[config.mk]
export PLATFORM = sky130hd
export DESIGN_NAME = npc_bht
export DESIGN_NICKNAME = d
export VERILOG_FILES = /design/src/rtl/npc_bht.sv
export SDC_FILE = /design/constraint.sdc
export NUM_CORES = 1
export LEC_CHECK = 0
export ABC_AREA = 1
export CAP_MARGIN = 15
export CORE_MARGIN = 4
export CORE_UTILIZATION = 40
export DETAILED_ROUTE_END_ITERATION = 8
export DONT_BUFFER_PORTS = 1
export HOLD_SLACK_MARGIN = 0.06
export SLEW_MARGIN = 0
export SYNTH_ARGS = -nofsm -noshare
export SYNTH_HDL_FRONTEND = slang
export SYNTH_SLANG_ARGS = --single-unit
export TNS_END_PERCENT = 50
[constraint.sdc]
create_clock -name clk -period 6.4 [get_ports clk]
set_input_delay 1.92 -clock clk [delete_from_list [all_inputs] [get_ports clk]]
set_output_delay 1.92 -clock clk [all_outputs]
set_load 0.02 [all_outputs]
[src/rtl/npc_bht.sv]
// Next-PC generator: direct-mapped BTB with 2-bit saturating direction counters,
// trained from EX-stage branch resolution; an EX redirect overrides any prediction.
module npc_bht #(
  parameter int unsigned DATA_WIDTH = 32,
  parameter int unsigned IDX_BITS   = 4
) (
  input  logic                  clk,
  input  logic                  rst,
  input  logic [DATA_WIDTH-1:0] pc_f,
  output logic [DATA_WIDTH-1:0] npc,
  output logic                  pred_taken,
  input  logic                  ex_br_valid,
  input  logic [DATA_WIDTH-1:0] ex_pc,
  input  logic                  ex_taken,
  input  logic [DATA_WIDTH-1:0] ex_target,
  input  logic                  ex_redirect,
  input  logic [DATA_WIDTH-1:0] ex_redirect_pc,
  output logic [31:0]           br_cnt,
  output logic [31:0]           mispred_cnt
);

  localparam int unsigned ENTRIES = 1 << IDX_BITS;
  localparam int unsigned TAG_W   = DATA_WIDTH - IDX_BITS - 2;

  typedef enum logic [1:0] {
    CTR_SNT = 2'b00,
    CTR_WNT = 2'b01,
    CTR_WT  = 2'b10,
    CTR_ST  = 2'b11
  } ctr_e;

  logic                  r_valid  [ENTRIES];
  logic [TAG_W-1:0]      r_tag    [ENTRIES];
  logic [DATA_WIDTH-1:0] r_target [ENTRIES];
  ctr_e                  r_ctr    [ENTRIES];
  logic [31:0]           r_br_cnt;
  logic [31:0]           r_mispred_cnt;

  logic [IDX_BITS-1:0]   w_f_idx;
  logic [TAG_W-1:0]      w_f_tag;
  logic                  w_f_hit;
  ctr_e                  w_f_ctr;
  logic                  w_f_pred;
  logic [DATA_WIDTH-1:0] w_pc_plus4;

  logic [IDX_BITS-1:0]   w_e_idx;
  logic [TAG_W-1:0]      w_e_tag;
  logic                  w_e_hit;
  ctr_e                  w_e_ctr;
  ctr_e                  w_e_ctr_next;
  logic                  w_e_alloc;

  // Fetch-side lookup
  assign w_f_idx    = pc_f[IDX_BITS+1:2];
  assign w_f_tag    = pc_f[DATA_WIDTH-1:IDX_BITS+2];
  assign w_f_hit    = r_valid[w_f_idx] && (r_tag[w_f_idx] == w_f_tag);
  assign w_f_ctr    = r_ctr[w_f_idx];
  assign w_f_pred   = w_f_hit && w_f_ctr[1];
  assign w_pc_plus4 = pc_f + DATA_WIDTH'(4);

  always_comb begin
    npc        = w_pc_plus4;
    pred_taken = 1'b0;
    if (ex_redirect) begin
      npc = ex_redirect_pc;
    end else if (w_f_pred) begin
      npc        = r_target[w_f_idx];
      pred_taken = 1'b1;
    end
  end

  // EX-side training lookup
  assign w_e_idx   = ex_pc[IDX_BITS+1:2];
  assign w_e_tag   = ex_pc[DATA_WIDTH-1:IDX_BITS+2];
  assign w_e_hit   = r_valid[w_e_idx] && (r_tag[w_e_idx] == w_e_tag);
  assign w_e_ctr   = r_ctr[w_e_idx];
  assign w_e_alloc = ex_br_valid && !w_e_hit && ex_taken;

  always_comb begin
    w_e_ctr_next = w_e_ctr;
    if (ex_taken) begin
      case (w_e_ctr)
        CTR_SNT: w_e_ctr_next = CTR_WNT;
        CTR_WNT: w_e_ctr_next = CTR_WT;
        CTR_WT:  w_e_ctr_next = CTR_ST;
        default: w_e_ctr_next = CTR_ST;
      endcase
    end else begin
      case (w_e_ctr)
        CTR_ST:  w_e_ctr_next = CTR_WT;
        CTR_WT:  w_e_ctr_next = CTR_WNT;
        CTR_WNT: w_e_ctr_next = CTR_SNT;
        default: w_e_ctr_next = CTR_SNT;
      endcase
    end
  end

  always_ff @(posedge clk) begin
    if (rst) begin
      for (int unsigned i = 0; i < ENTRIES; i++) begin
        r_valid[i] <= 1'b0;
        r_ctr[i]   <= CTR_WNT;
      end
      r_br_cnt      <= '0;
      r_mispred_cnt <= '0;
    end else begin
      if (ex_br_valid && w_e_hit) begin
        r_ctr[w_e_idx] <= w_e_ctr_next;
      end else if (w_e_alloc) begin
        r_valid[w_e_idx] <= 1'b1;
        r_ctr[w_e_idx]   <= CTR_WT;
      end
      if (ex_br_valid && (r_br_cnt != '1)) begin
        r_br_cnt <= r_br_cnt + 32'd1;
      end
      if (ex_redirect && (r_mispred_cnt != '1)) begin
        r_mispred_cnt <= r_mispred_cnt + 32'd1;
      end
    end
  end

  // Tag/target need no reset: an entry is only consulted while its valid bit is set
  always_ff @(posedge clk) begin
    if (ex_br_valid && ex_taken) begin
      r_target[w_e_idx] <= ex_target;
      if (!w_e_hit) begin
        r_tag[w_e_idx] <= w_e_tag;
      end
    end
  end

  assign br_cnt      = r_br_cnt;
  assign mispred_cnt = r_mispred_cnt;

endmodule

==> impl_metrics.toml, run 1 <==
[floorplanning]
die-width_um = 363
ios = 230
dieHeight_um = 363
rows = 129
start_util_pct = 40.5
die_area_mm2 = 0.132
fp.coreArea_mm2 = 0.124

[power_and_ir_drop]
fin_total_pwr_mw = 15.5
ir_worst_vdd_uv = 242
clock_power_share_pct = 43.6
p_seq_share_pct = 48.6
p_int_mw = 11.9
switching_share_pct = 23.4
leakage_nw = 22.4
power_density_mw_per_mm2 = 267
p_comb_share_pct = 7.8
p_sw_mw = 3.62

[critical_path]
r2r_cells = 16
critPathMaxFanout = 544
worstReg2RegStart = "r_tag[14][2]$_DFFE_PP_"
worst-setup-path-type = "in2out"
r2r_end = "r_tag[10][0]$_DFFE_PP_"
cp-end-kind = "output port"
critPathMaxStageDelay_ns = 0.59
cp-start-kind = "primary input"
crit_slowest_cell = "inv_8"
cp_common_cell = "nand2_1"
cp.arrival_ns = 5.68
cp_cell_sequence = "inv_8 -> buf_12 -> nand2_1 -> nand2_1 -> nand2_1 -> nand3_1 -> nand3_1 -> buf_4 -> nand2_1 -> nand2_1 -> nand2_1 -> buf_4 -> nand2_2 -> nor2_1 -> nand2_1 -> nor2_4 -> nand2_2 -> nand2_1 -> nand3_1 -> nand2_2"
rrSetupSlack_ns = 3.16
required_ns = 4.48

[yosys]
yosysWarnings = 0
ys_async_sr_fraction_pct = 0
syn_inst = 5575
synth-main-ff-cell = "edfxtp_1"
synth_top_area_share_pct = 57.3
syn_nets = 5711
synth_area_per_cell_um2 = 9.02
synth_area_mm2 = 0.0503
yosysSeqAreaShare_pct = 60.5
synth_edf_count = 960
yosys.area.top_type = "edfxtp_1"
ys_ff_latch = 1040
yosysUniqueCellTypes = 48
synthTopCellsByArea = "edfxtp_1, nand2_1, o21ai_0, nor2_1, dfxtp_1"

[timing]
slew_headroom_pct = -48.8
slew_violations = 418
finClkSkew_ns = 0.0327
fin_ws_ns = -1.20
finalSetupViolCount = 33
hold_slack_ns = 0.502
timing.fmax_mhz = 132
rsz0062_at_grt = "true"
worstMarginPinSlew_ns = 2.23
min_period_over_period_pct = 119
finalHoldViolations = 0
min_period_ns = 7.60

[routing]
ant_nets = 0
drc = 0
viasPerCell = 5.46
drt-total-wl_um = 162000
drtPass1Iterations = 6
num_vias = 39900
routedWlPerCell_um = 22.2
drt_iter0_drc = 4456

[worst_hold_path]
hold_start = "r_valid[8]$_DFF_P_"
hp-class = "reg2reg"
whs_endpoint = "r_valid[8]$_DFF_P_"
whs_path_depth = 2

[layout]
syn_to_final_growth_pct = 15.4
final_common_cell = "nand2_1"
multi_input_area_mm2 = 0.0178
diodes = 0
regArea_mm2 = 0.0304
finalNetCount = 5720
layout-drive-gt1-share_pct = 10.6
design_area_mm2 = 0.0580
final_util_pct = 46.7
final_cell_mix = "nand2_1, edfxtp_1, nor2_1, o21ai_0, inv_1"
final_cells = 7320
fillers = 11600

[cts]
tritoncts = "done"
cts.sinks = 1040
htree_levels = 3
clockBufferDepth = 3
cts_root_buf = "clkbuf_16"
cts.clk_slew.worst_paths_ns = 0.06
cts_buffers = 114
clk_latency_ns = 0.74

[global_routing]
grt_max_degree = 543
grt_pass1_wl_um = 235000
antenna_found_initial = 3
grt_pass1_vias = 37400
grt-ovfl-total = 0
grt_usage_pct = 23.7

[job]
cap_violations = 0

[status]
violations = "slew limit, setup timing"
status = "finished with violations"

[placement]
dp.cells = 7085
port_buffers = 0
postPlaceCellArea_mm2 = 0.0529
place_hpwl_um = 93200
place.gp.congestion = 0.878
## worst max-delay path by stage
stage | from | end | slack (ns) | depth (start not counted)
2_1_floorplan | pc_f[3] | pred_taken | 0.49 | 15
3_3_place_gp | pc_f[2] | npc[20] | -0.22 | 17
3_5_place_dp | pc_f[2] | npc[20] | -0.28 | 17
4_1_cts | pc_f[2] | npc[11] | -0.02 | 19
5_1_grt | pc_f[2] | npc[2] | -0.31 | 23
6_report | pc_f[2] | npc[28] | -1.20 | 20
## logic make-up after synthesis
group	after synthesis	synth area share, %
adder cells (fa/ha/maj)	3	0.0746
AND/OR/NAND/NOR	2923	23.3
flip-flops	1040	60.5
AO/OA/AOI/OAI	831	9.20
buffers and inverters	739	6.23
XOR/XNOR	39	0.679
## cell usage after synthesis (2+ instances only)
cell      count
a31oi_1      31
edfxtp_1    960
o21ai_0     491
nor2_1      631
o21a_1        4
nand3_4       2
nand3_2      11
inv_1       421
clkinv_1      5
o21ai_1      51
a21oi_1      56
buf_4        20
nor3_1       63
nand3_1     298
xor2_1       36
o211ai_1     17
and3_1        2
nor2_4        4
a22o_1        2
nand3b_1      2
and2_1        2
buf_6        17
ha_1          3
o22ai_1     106
a211oi_1      2
dfxtp_1      80
inv_4         2
buf_1        19
a221oi_1     26
buf_2       120
o221ai_1      8
nor2_2        4
nand2_2       8
o21bai_1     18
or2_2         3
clkbuf_1    127
a22oi_1      16
nor4_1       11
nand4_1      20
xnor2_1       3
nor3b_1       8
nand2_1    1852
inv_2         8
## state kept, by name (all words and copies together) (netlist names)
| name | cells |
|---|---|
| r_target | 512 |
| r_tag | 416 |
| br_cnt | 32 |
| mispred_cnt | 32 |
| r_ctr | 32 |
| r_valid | 16 |
## what timing repair did
| action | CTS | global route |
|---|---|---|
| setup buffers | 0 | 7 |
| gates cloned | 0 | 13 |
| hold buffers | 0 | 0 |
| resized for setup | 34 | 222 |
| setup endpoints to repair | 32 | 33 |
| pin swaps | 2 | 70 |
## critical path, delay by kind of cell
family,cells,cell delay [ns]
and+or+nand+nor,16,1.75
buffers and inverters,4,1.12
## power groups by stage
stage	Combinational, mW	Clock, mW	Sequential [mW]
after floorplan	0.820	0	7.67
final	1.21	6.76	7.53
after detailed placement	1.10	0	7.68
after CTS	1.11	6.86	7.53
after global placement	1.09	0	7.67
after global routing	1.32	7.13	7.54
## per-layer routing
layer / wire length, um / vias to the layer above / global-route usage [%]
met4: 6080 / 2 / 9.47
met5: 13 / - / 0
met1: 65300 / 19100 / 31.2
met2: 74400 / 1802 / 37.9
li1: - / 18700 / -
met3: 16400 / 341 / 5.79
## area by class of cell
cell class,count,share of cell area [%]
Tap cell,1637,3.53
Sequential cell,1040,52.4
Inverter,436,2.90
Multi-Input combinational cell,3797,30.7
Timing Repair inverter,2,0.0388
Timing Repair Buffer,193,3.76
Clock buffer,142,5.22
Clock inverter,73,1.42
## through the flow
stage	setup slack, ns	TNS (ns)
2_1_floorplan	0.495	0
3_3_place_gp	-0.223	-3.89
3_5_place_dp	-0.278	-5.75
4_1_cts	-0.0154	-0.0239
5_1_grt	-0.310	-8.89
6_report	-1.20	-37.93
(Power assumes the default switching activity.)
==> run 2: changes to the inputs <==
CAP_MARGIN = 10   (was 15)
==> results of run 2 <==
Final layout, timing and power as in run 1 (identical DEF).
